==> src/rtl/dmem_arbiter_if.sv <==
// Requester-side bundle for the data-memory arbiter.
// master = requester (CPU MEM / debug loader), slave = arbiter.
interface dmem_arbiter_if #(
  parameter int AW = 32,
  parameter int DW = 32
);
  logic          req;
  logic          we;
  logic [AW-1:0] addr;
  logic [DW-1:0] wdata;
  logic [2:0]    op;
  logic          gnt;
  logic          rvalid;
  logic [DW-1:0] rdata;
  logic          err;

  modport master (
    output req, we, addr, wdata, op,
    input  gnt, rvalid, rdata, err
  );

  modport slave (
    input  req, we, addr, wdata, op,
    output gnt, rvalid, rdata, err
  );
endinterface

==> src/rtl/dmem_arbiter.sv <==
// Two-port round-robin arbiter for the single data-memory port.
// One access per three cycles: IDLE (grant) -> ACCESS -> RESP.
module dmem_arbiter #(
  parameter int AW = 32,
  parameter int DW = 32
) (
  input  logic          clk,
  input  logic          resetn,
  dmem_arbiter_if.slave m0,
  dmem_arbiter_if.slave m1,
  output logic          mem_we,
  output logic [AW-1:0] mem_addr,
  output logic [DW-1:0] mem_wdata,
  output logic [2:0]    mem_op,
  input  logic [DW-1:0] mem_rdata,
  input  logic          mem_adel,
  input  logic          mem_ades
);

  typedef enum logic [1:0] {
    S_IDLE,
    S_ACCESS,
    S_RESP
  } state_t;

  state_t        r_state;
  state_t        w_next;
  logic          r_live;
  logic          r_sel;
  logic          r_rr_last;
  logic          r_we;
  logic          r_err;
  logic [AW-1:0] r_addr;
  logic [DW-1:0] r_wdata;
  logic [2:0]    r_op;

  logic          w_take;
  logic          w_pick;
  logic          w_gnt0;
  logic          w_gnt1;
  logic          w_rv0;
  logic          w_rv1;
  logic          w_mem_we;
  logic [DW-1:0] w_rdata;

  always_comb begin
    w_next   = r_state;
    w_take   = 1'b0;
    w_pick   = 1'b0;
    w_gnt0   = 1'b0;
    w_gnt1   = 1'b0;
    w_rv0    = 1'b0;
    w_rv1    = 1'b0;
    w_mem_we = 1'b0;
    w_rdata  = '0;
    unique case (r_state)
      S_IDLE: begin
        // r_live keeps grants quiet until the first edge after reset
        w_take = r_live & (m0.req | m1.req);
        w_pick = (m0.req & m1.req) ? ~r_rr_last : m1.req;
        w_gnt0 = w_take & ~w_pick;
        w_gnt1 = w_take & w_pick;
        if (w_take) w_next = S_ACCESS;
      end
      S_ACCESS: begin
        w_mem_we = r_we & ~mem_ades;
        w_next   = S_RESP;
      end
      S_RESP: begin
        w_rv0   = ~r_sel;
        w_rv1   = r_sel;
        w_rdata = (r_we | r_err) ? '0 : mem_rdata;
        w_next  = S_IDLE;
      end
      default: w_next = S_IDLE;
    endcase
  end

  always_ff @(posedge clk or negedge resetn) begin
    if (!resetn) begin
      r_state   <= S_IDLE;
      r_live    <= 1'b0;
      r_sel     <= 1'b0;
      r_rr_last <= 1'b1;
      r_we      <= 1'b0;
      r_err     <= 1'b0;
      r_addr    <= '0;
      r_wdata   <= '0;
      r_op      <= 3'b000;
    end else begin
      r_state <= w_next;
      r_live  <= 1'b1;
      if (w_take) begin
        r_sel     <= w_pick;
        r_rr_last <= w_pick;
        r_we      <= w_pick ? m1.we    : m0.we;
        r_addr    <= w_pick ? m1.addr  : m0.addr;
        r_wdata   <= w_pick ? m1.wdata : m0.wdata;
        r_op      <= w_pick ? m1.op    : m0.op;
      end
      if (r_state == S_ACCESS)
        r_err <= mem_adel | mem_ades;
    end
  end

  assign mem_we    = w_mem_we;
  assign mem_addr  = r_addr;
  assign mem_wdata = r_wdata;
  assign mem_op    = r_op;

  assign m0.gnt    = w_gnt0;
  assign m1.gnt    = w_gnt1;
  assign m0.rvalid = w_rv0;
  assign m1.rvalid = w_rv1;
  assign m0.rdata  = w_rv0 ? w_rdata : '0;
  assign m1.rdata  = w_rv1 ? w_rdata : '0;
  assign m0.err    = w_rv0 & r_err;
  assign m1.err    = w_rv1 & r_err;

endmodule

==> src/flat_wrapper.sv <==
// flat-port wrapper written by rule: the top's interface ports become plain ports
module dmem_arbiter_flat 
#(
  parameter int AW = 32,
  parameter int DW = 32
)
  (clk, resetn, mem_we, mem_addr, mem_wdata, mem_op, mem_rdata, mem_adel, mem_ades, m0_req, m0_we, m0_addr, m0_wdata, m0_op, m0_gnt, m0_rvalid, m0_rdata, m0_err, m1_req, m1_we, m1_addr, m1_wdata, m1_op, m1_gnt, m1_rvalid, m1_rdata, m1_err);
  dmem_arbiter_if #(.AW(AW), .DW(DW)) m0_i ();
  dmem_arbiter_if #(.AW(AW), .DW(DW)) m1_i ();
  input  logic clk;
  input  logic resetn;
  output logic mem_we;
  output logic [AW-1:0] mem_addr;
  output logic [DW-1:0] mem_wdata;
  output logic [2:0] mem_op;
  input  logic [DW-1:0] mem_rdata;
  input  logic mem_adel;
  input  logic mem_ades;
  input wire logic [$bits(m0_i.req)-1:0] m0_req;
  input wire logic [$bits(m0_i.we)-1:0] m0_we;
  input wire logic [$bits(m0_i.addr)-1:0] m0_addr;
  input wire logic [$bits(m0_i.wdata)-1:0] m0_wdata;
  input wire logic [$bits(m0_i.op)-1:0] m0_op;
  output wire logic [$bits(m0_i.gnt)-1:0] m0_gnt;
  output wire logic [$bits(m0_i.rvalid)-1:0] m0_rvalid;
  output wire logic [$bits(m0_i.rdata)-1:0] m0_rdata;
  output wire logic [$bits(m0_i.err)-1:0] m0_err;
  input wire logic [$bits(m1_i.req)-1:0] m1_req;
  input wire logic [$bits(m1_i.we)-1:0] m1_we;
  input wire logic [$bits(m1_i.addr)-1:0] m1_addr;
  input wire logic [$bits(m1_i.wdata)-1:0] m1_wdata;
  input wire logic [$bits(m1_i.op)-1:0] m1_op;
  output wire logic [$bits(m1_i.gnt)-1:0] m1_gnt;
  output wire logic [$bits(m1_i.rvalid)-1:0] m1_rvalid;
  output wire logic [$bits(m1_i.rdata)-1:0] m1_rdata;
  output wire logic [$bits(m1_i.err)-1:0] m1_err;
  assign m0_i.req = m0_req;
  assign m0_i.we = m0_we;
  assign m0_i.addr = m0_addr;
  assign m0_i.wdata = m0_wdata;
  assign m0_i.op = m0_op;
  assign m0_gnt = m0_i.gnt;
  assign m0_rvalid = m0_i.rvalid;
  assign m0_rdata = m0_i.rdata;
  assign m0_err = m0_i.err;
  assign m1_i.req = m1_req;
  assign m1_i.we = m1_we;
  assign m1_i.addr = m1_addr;
  assign m1_i.wdata = m1_wdata;
  assign m1_i.op = m1_op;
  assign m1_gnt = m1_i.gnt;
  assign m1_rvalid = m1_i.rvalid;
  assign m1_rdata = m1_i.rdata;
  assign m1_err = m1_i.err;
  dmem_arbiter #(.AW(AW), .DW(DW)) u_core (.clk(clk), .resetn(resetn), .m0(m0_i), .m1(m1_i), .mem_we(mem_we), .mem_addr(mem_addr), .mem_wdata(mem_wdata), .mem_op(mem_op), .mem_rdata(mem_rdata), .mem_adel(mem_adel), .mem_ades(mem_ades));
endmodule
==> config.mk <==
export PLATFORM = sky130hd
export DESIGN_NAME = dmem_arbiter_flat
export DESIGN_NICKNAME = d
export VERILOG_FILES = /design/src/rtl/dmem_arbiter_if.sv /design/src/rtl/dmem_arbiter.sv /design/src/flat_wrapper.sv
export SDC_FILE = /design/constraint.sdc
export NUM_CORES = 1
export LEC_CHECK = 0
export CORE_AREA = 2 2 122 124
export CTS_CLUSTER_DIAMETER = 50
export DETAILED_ROUTE_END_ITERATION = 10
export DIE_AREA = 0 0 124 126
export HOLD_SLACK_MARGIN = 0.06
export PLACE_DENSITY = 0.7
export REMOVE_ABC_BUFFERS = 1
export SLEW_MARGIN = 20
export SYNTH_ARGS = -nofsm -noshare
export SYNTH_HDL_FRONTEND = slang
export SYNTH_SLANG_ARGS = --single-unit
==> constraint.sdc <==
create_clock -name clk -period 4.5 [get_ports clk]
set_input_delay 0.9 -clock clk [delete_from_list [all_inputs] [get_ports clk]]
set_output_delay 0.9 -clock clk [all_outputs]
set_load 0.005 [all_outputs]
==> results.md, run 1 <==
- Status: finished, final reports clean
- Yosys top cell by area: dfrtp_1
- Final hold slack: 504.4 ps
- CP endpoint kind: output port
- Row cnt: 44
- First-pass GRT wire length: 26.16 mm
- Synth top area share: 44.35%
- WL/cell: 17.83 µm
- CTS sink count: 74
- Overall power: 2.718 mW
- Critical path required time: 3600 ps
- DR pass1 iterations: 4
- Vias post-DR: 4974
- Post-DRT Antenna Nets: 0
- Fill count: 1293
- Storage element area: 1853 µm²
- Core box area: 14310 µm²
- Share of the yosys chip area belonging to registers: ~45%
- Clock slew at reported path FFs: 50 ps
- Vias per cell: 5.219
- Post-layout min period: roughly 3500 ps
- Clock Power Share: around 27%
- Final setup vio count: 0
- Synth Instances: 493
- Initial antenna violation count: 0
- Grt ovf: 0
- PostCTS Resize Cnt: 0
- Max clock buf depth: 2
- Peak supply drop: 0.0001682 V
- Die width: about 120 µm
- Nets: 939
- DR iter-0 viols: 225
- #FFs+latches synth: 74
- Yosys warnings: 0
- Total wire length: 16.99 mm
- Leakage: 3.191 nW
- Initial Util: between 20% and 30%
- FF-to-FF setup slack: roughly 2200 ps
- Most frequent cells in the layout: clkdlybuf4s50_1 (310), o21ai_0 (73), dfrtp_1 (73)
- CP delay by family, top: buffers and inverters
- Die area: 15620 µm²
- Area of the multi-input gates: 2011 µm²
- Worst-Skew Late Latency: 340 ps
- Power Internal: 1.895 mW
- Syn-to-layout area delta: 83.96%
- Syn_area_per_cell: 8.355 µm²
- Chip height: 126 µm
- Num CTS Buffers: 9
- GRT Overall Usage: 21.55%
- Buf+Inv Stages, Crit Path: 2
- Setup repair bufs after CTS: 0
- Worst min path class: reg -> reg
- Post-Syn Area: 4119 µm²
- WP data arrival: between 2000 and 3000 ps
- Vias in the first global route: between 5k and 6k
- CTS tree: built
- Final period utilization: roughly 80%
- GPL Wtd Cong: 0.7555
- CTS root buffer: clkbuf_16
- Psw: approximately 0.82 mW
- P per Cell Area: 358.7 nW/µm²
- Commonest non-fill, non-tap cell in the layout: clkdlybuf4s50_1
- DRC: 0
- Worst Setup Start Kind: input pin
- Net Sw Frac: a little under a third
- Crit Path Class: in -> out
- # diodes: 0
- Largest net degree at the start of global routing: 75
- Max-cap violation count: 0
- CP dominant cell by count: clkdlybuf4s50_1
- Flop pwr share: 34.5%
- RSZ-0062 raised after global routing: no
- Crit-path slowest cell: clkdlybuf4s50_1
- Total I/O pin count: 312
- Final Max Tran Viols: 0
- Setup Skew: 8.453 ps
- Slew @ Worst Pin: 995.0 ps
- CP Cell Sequence: clkdlybuf4s50_1 > nor2_4 > or2_2 > nor2_1 > clkdlybuf4s50_1
- Largest cells by area after synthesis: dfrtp_1 (44%), o31ai_1 (12%), and3_1 (9.7%)
- H-tree lvl count: 3
- Fmax: 284.8 MHz
- Layout cells sized above 1: 4.161%
- Slew margin rel.: 33.67%
- Hold Vio Cnt, Final: 0
- Cts hold-fix bufs: 0
- IO buf count: 311
- CP Max Fanout: 7
- Combinational share of power: a little under two fifths
- Netlist cell types: 22
- DP HPWL: 11.52 mm
- Max incr delay on CP: 610 ps
## layout make-up
class | count | share of cell area (%)
clock inverters | 2 | 0.4624
clock buffers | 13 | 3.567
repair buffers | 319 | 41.84
well taps | 184 | 3.038
inverters | 2 | 0.09908
multi-input cells | 359 | 26.54
flip-flops and latches | 74 | 24.46
## worst paths after layout
path / endpoint / from / depth (start not counted)
setup / recovery: m0_gnt / m0_req / 5
hold / removal: u_core.mem_addr[11]$_DFFE_PN0P_ / u_core.mem_addr[11]$_DFFE_PN0P_ / 2
setup reg to reg: u_core.mem_wdata[19]$_DFFE_PN0P_ / u_core.r_state[1]$_DFFE_PN0P_ / 4
hold reg to reg: u_core.mem_addr[11]$_DFFE_PN0P_ / u_core.mem_addr[11]$_DFFE_PN0P_ / 2
max in group asynchronous: u_core.mem_addr[13]$_DFFE_PN0P_ / resetn / 1
min in group asynchronous: u_core.mem_addr[10]$_DFFE_PN0P_ / resetn / 1
## cell families after synthesis
logic type | Yosys count | synth area share, %
compound gates | 211 | 29.95
buf+inv | 60 | 7.017
flops | 74 | 44.99
other cells | 1 | 0.09104
simple gates | 147 | 17.95
## sequential cells by signal, summed over array words and instances, names as in the netlist
register          flops
u_core.mem_op         3
u_core.r_rr_last      1
u_core.r_sel          1
u_core.r_err          1
u_core.r_state        2
u_core.r_we           1
u_core.mem_wdata     32
u_core.mem_addr      32
u_core.r_live         1
## metal layers
layer / vias to the layer above / part of all wire [%] / track usage [%]
met5: - / 0 / 0
met3: 23 / 11 / 7.473
met1: 2386 / 37 / 23.36
met4: 0 / 2.0 / 7.006
li1: 2319 / - / -
met2: 246 / 51 / 38.78
## synth_stat cells
| master | count |
|---|---|
| inv_1 | 2 |
| conb_1 | 1 |
| dfrtp_1 | 73 |
| or3b_1 | 1 |
| clkbuf_1 | 47 |
| buf_2 | 2 |
| and3b_1 | 1 |
| and3_1 | 64 |
| dfstp_2 | 1 |
| nand2_1 | 1 |
| buf_6 | 8 |
| or2_1 | 1 |
| nor2_1 | 74 |
| nand2b_1 | 1 |
| o21ai_0 | 73 |
| and2_1 | 2 |
| o31ai_1 | 68 |
| clkbuf_2 | 1 |
| a21bo_2 | 1 |
| a21oi_1 | 68 |
| nor3b_1 | 2 |
| a21boi_1 | 1 |
## worst register-to-register path, cell delays in order (launching register included)
cell and delay (ps):
dfrtp_1 430, nor2_4 710, buf_4 520, a21oi_1 180
o31ai_1 340
## metrics by stage
step / area (µm²) / cells / setup slack [ps] / utilization, % / setup TNS [ps]
after global routing: 7577 / 953 / 908.2 / 52.94 / 0
after global placement: 7272 / 938 / 1020 / 50.80 / 0
after detailed placement: 7272 / 938 / 998.5 / 50.80 / 0
after floorplan: 3837 / 435 / -383.4 / - / -766.8
after CTS: 7577 / 953 / 997.7 / 52.94 / 0
final: 7577 / 953 / 989.2 / 52.94 / 0
## power groups by stage
stage / sequential, mW / clock, mW / combinational (mW)
CTS: 0.938 / 0.768 / 1.05
finish: 0.938 / 0.743 / 1.04
floorplan: 0.947 / 0 / 0.334
global placement: 0.938 / 0 / 1.03
detailed placement: 0.947 / 0 / 1.04
global route: 0.958 / 0.795 / 1.13
No activity file was read; power rests on OpenSTA's default activity.
==> inputs of run 2 (changes only) <==
PLACE_DENSITY = 0.73   (was 0.7)
clock period = 2.88 ns   (was 4.5 ns; I/O delays follow)
==> results.md, run 2 (synthesized netlist as in run 1, its figures left out) <==
- Final setup vio count: 0 (unchanged)
- Peak supply drop: 0.0003461 V (was 0.0001682 V)
- Final setup TNS: 0 ps (unchanged)
- Worst min path class: in -> async (was reg -> reg)
- DR iter-0 viols: 297 (was 225)
- Worst Setup Start Kind: register (was input pin)
- P per Cell Area: 570.9 nW/µm² (was 358.7 nW/µm²)
- Overall power: 4.367 mW (was 2.718 mW)
- Row cnt: 44 (unchanged)
- Crit-path slowest cell: clkdlybuf4s50_1 (unchanged)
- DR pass1 iterations: 5 (was 4)
- Initial antenna violation count: 2 (was 0)
- Chip height: 126 µm (unchanged)
- RSZ-0062 raised after global routing: no (unchanged)
- Die width: 124 µm (unchanged)
- GPL Wtd Cong: 0.7461 (was 0.7555)
- Most frequent cells in the layout: clkdlybuf4s50_1 (308), o21ai_0 (73), dfrtp_1 (73) (was clkdlybuf4s50_1 (310), o21ai_0 (73), dfrtp_1 (73))
- Total wire length: 16.84 mm (was 16.99 mm)
- Net Sw Frac: 29.55% (was 30.26%)
- Final Cell Area: 7650 µm² (was 7577 µm²)
- DRC: 0 (unchanged)
- Nets: 942 (was 939)
- Status: finished, final reports clean (unchanged)
- Fmax: 383.0 MHz
- Max-cap violation count: 0 (unchanged)
- CP Max Fanout: 34 (was 7)
- CP endpoint kind: output port (unchanged)
- DP HPWL: 11.83 mm (was 11.52 mm)
- Critical path required time: 2300 ps (was 3600 ps)
- CTS sink count: 74 (unchanged)
- Slew @ Worst Pin: 959.7 ps (was 995.0 ps)
- Initial Util: 28.78% (unchanged)
- H-tree lvl count: 3 (unchanged)
- WL/cell: 17.58 µm (was 17.83 µm)
- Commonest non-fill, non-tap cell in the layout: clkdlybuf4s50_1 (unchanged)
- GRT Overall Usage: 21.02% (was 21.55%)
- Post-DRT Antenna Nets: 0 (unchanged)
- Final period utilization: 90.67%
- Psw: 1.291 mW (was 0.8223 mW)
- Power Internal: 3.076 mW (was 1.895 mW)
- Die area: 15620 µm² (unchanged)
- Final Max Tran Viols: 0 (unchanged)
- CP Cell Sequence: and3b_1 > buf_4 > and3_1 > clkdlybuf4s50_1 (was clkdlybuf4s50_1 > nor2_4 > or2_2 > nor2_1 > clkdlybuf4s50_1)
- Vias in the first global route: 4927 (was 5047)
- Final hold slack: 400.6 ps (was 504.4 ps)
- Storage element area: 1853 µm² (unchanged)
- Post-layout min period: 2611 ps
- IO buf count: 311 (unchanged)
- Cell Area, Placed: 7307 µm² (was 7272 µm²)
- Max clock buf depth: 2 (unchanged)
- Fill count: 1292 (was 1293)
- Slew margin rel.: 36.02% (was 33.67%)
- Cts hold-fix bufs: 0 (unchanged)
- Layout cells sized above 1: 4.534% (was 4.161%)
- First-pass GRT wire length: 25.77 mm (was 26.16 mm)
- Core box area: 14310 µm² (unchanged)
- Num CTS Buffers: 9 (unchanged)
- WP data arrival: 2040 ps (was 2610 ps)
- Clock slew at reported path FFs: 60 ps (was 50 ps)
- Grt ovf: 0 (unchanged)
- Total I/O pin count: 312 (unchanged)
- Worst-Skew Late Latency: 330 ps (was 340 ps)
- PostCTS Resize Cnt: 0 (unchanged)
- Leakage: 3.255 nW (was 3.191 nW)
- Hold Vio Cnt, Final: 0 (unchanged)
- Crit Path Class: reg -> out (was in -> out)
- Largest net degree at the start of global routing: 75 (unchanged)
- Setup repair bufs after CTS: 0 (unchanged)
- CTS tree: built (unchanged)
- Flop pwr share: 33.5% (was 34.5%)
- Vias per cell: 5.219 (about the same)
- Syn-to-layout area delta: 85.72% (was 83.96%)
- Max incr delay on CP: 570 ps (was 610 ps)
- Area of the multi-input gates: 2011 µm² (unchanged)
- Setup Skew: 6.651 ps (was 8.453 ps)
- CTS root buffer: clkbuf_16 (unchanged)
- Combinational share of power: 37.3% (was 38.2%)
- Clock Power Share: 29.3% (was 27.3%)
- Vias post-DR: 5000 (was 4974)
[run 2: cell count changes in the layout (fill, tap and decap cells not counted), sizes merged]
cell           previous run  this run
dlymetal6s2s              0         2
bufinv                    1         3
clkdlybuf4s50           310       308
clkinv                    1         2
diode                     0         2
buf                       9        12
clkbuf                   13        10
[run 2: per-stage QoR]
step	utilization (%)	cells	setup WS [ps]
floorplan	-	435	-1355
global placement	51.05	941	98.14
detailed placement	51.05	941	106.1
CTS	53.37	956	0.5811
global route	53.44	958	144.0
finish	53.44	958	268.8
[run 2: power by group through the flow]
stage	Clock [mW]	Combinational (mW)	Sequential, mW
finish	1.28	1.63	1.46
global route	1.36	1.77	1.50
CTS	1.31	1.64	1.46
detailed placement	0	1.63	1.48
global placement	0	1.60	1.46
floorplan	0	0.522	1.48
[run 2: area by class of cell]
| class | instances | area share, % |
|---|---|---|
| repair buffers | 322 | 41.97 |
| flip-flops and latches | 74 | 24.22 |
| well taps | 184 | 3.009 |
| clock buffers | 10 | 2.993 |
| diodes | 2 | 0.06542 |
| inverters | 2 | 0.09814 |
| clock inverters | 5 | 1.358 |
| multi-input cells | 359 | 26.28 |
[run 2: layer usage]
layer / vias to the layer above / track usage [%] / part of all wire (%)
li1: 2330 / - / -
met5: - / 0 / 0
met4: 0 / 8.526 / 1.7
met2: 304 / 36.88 / 51
met1: 2343 / 23.75 / 36
met3: 23 / 5.933 / 11
[run 2: critical path, delay by kind of cell, from the launching register on]
| kind | cells | cell delay, ps |
|---|---|---|
| buffers and inverters | 2 | 840 |
| DFF | 1 | 440 |
| and+or+nand+nor | 2 | 420 |
[run 2: final timing paths]
check	from	endpoint	cells after the start	slack [ps]
setup reg to reg	u_core.r_state[1]$_DFFE_PN0P_	u_core.mem_addr[21]$_DFFE_PN0P_	4	850
max in group asynchronous	resetn	u_core.mem_wdata[11]$_DFFE_PN0P_	1	1860
hold / removal	resetn	u_core.mem_addr[22]$_DFFE_PN0P_	1	400
hold reg to reg	u_core.mem_addr[13]$_DFFE_PN0P_	u_core.mem_addr[13]$_DFFE_PN0P_	2	500
min in group clk	u_core.mem_addr[13]$_DFFE_PN0P_	u_core.mem_addr[13]$_DFFE_PN0P_	2	500
setup / recovery	u_core.r_state[0]$_DFFE_PN0P_	m1_rdata[14]	4	270
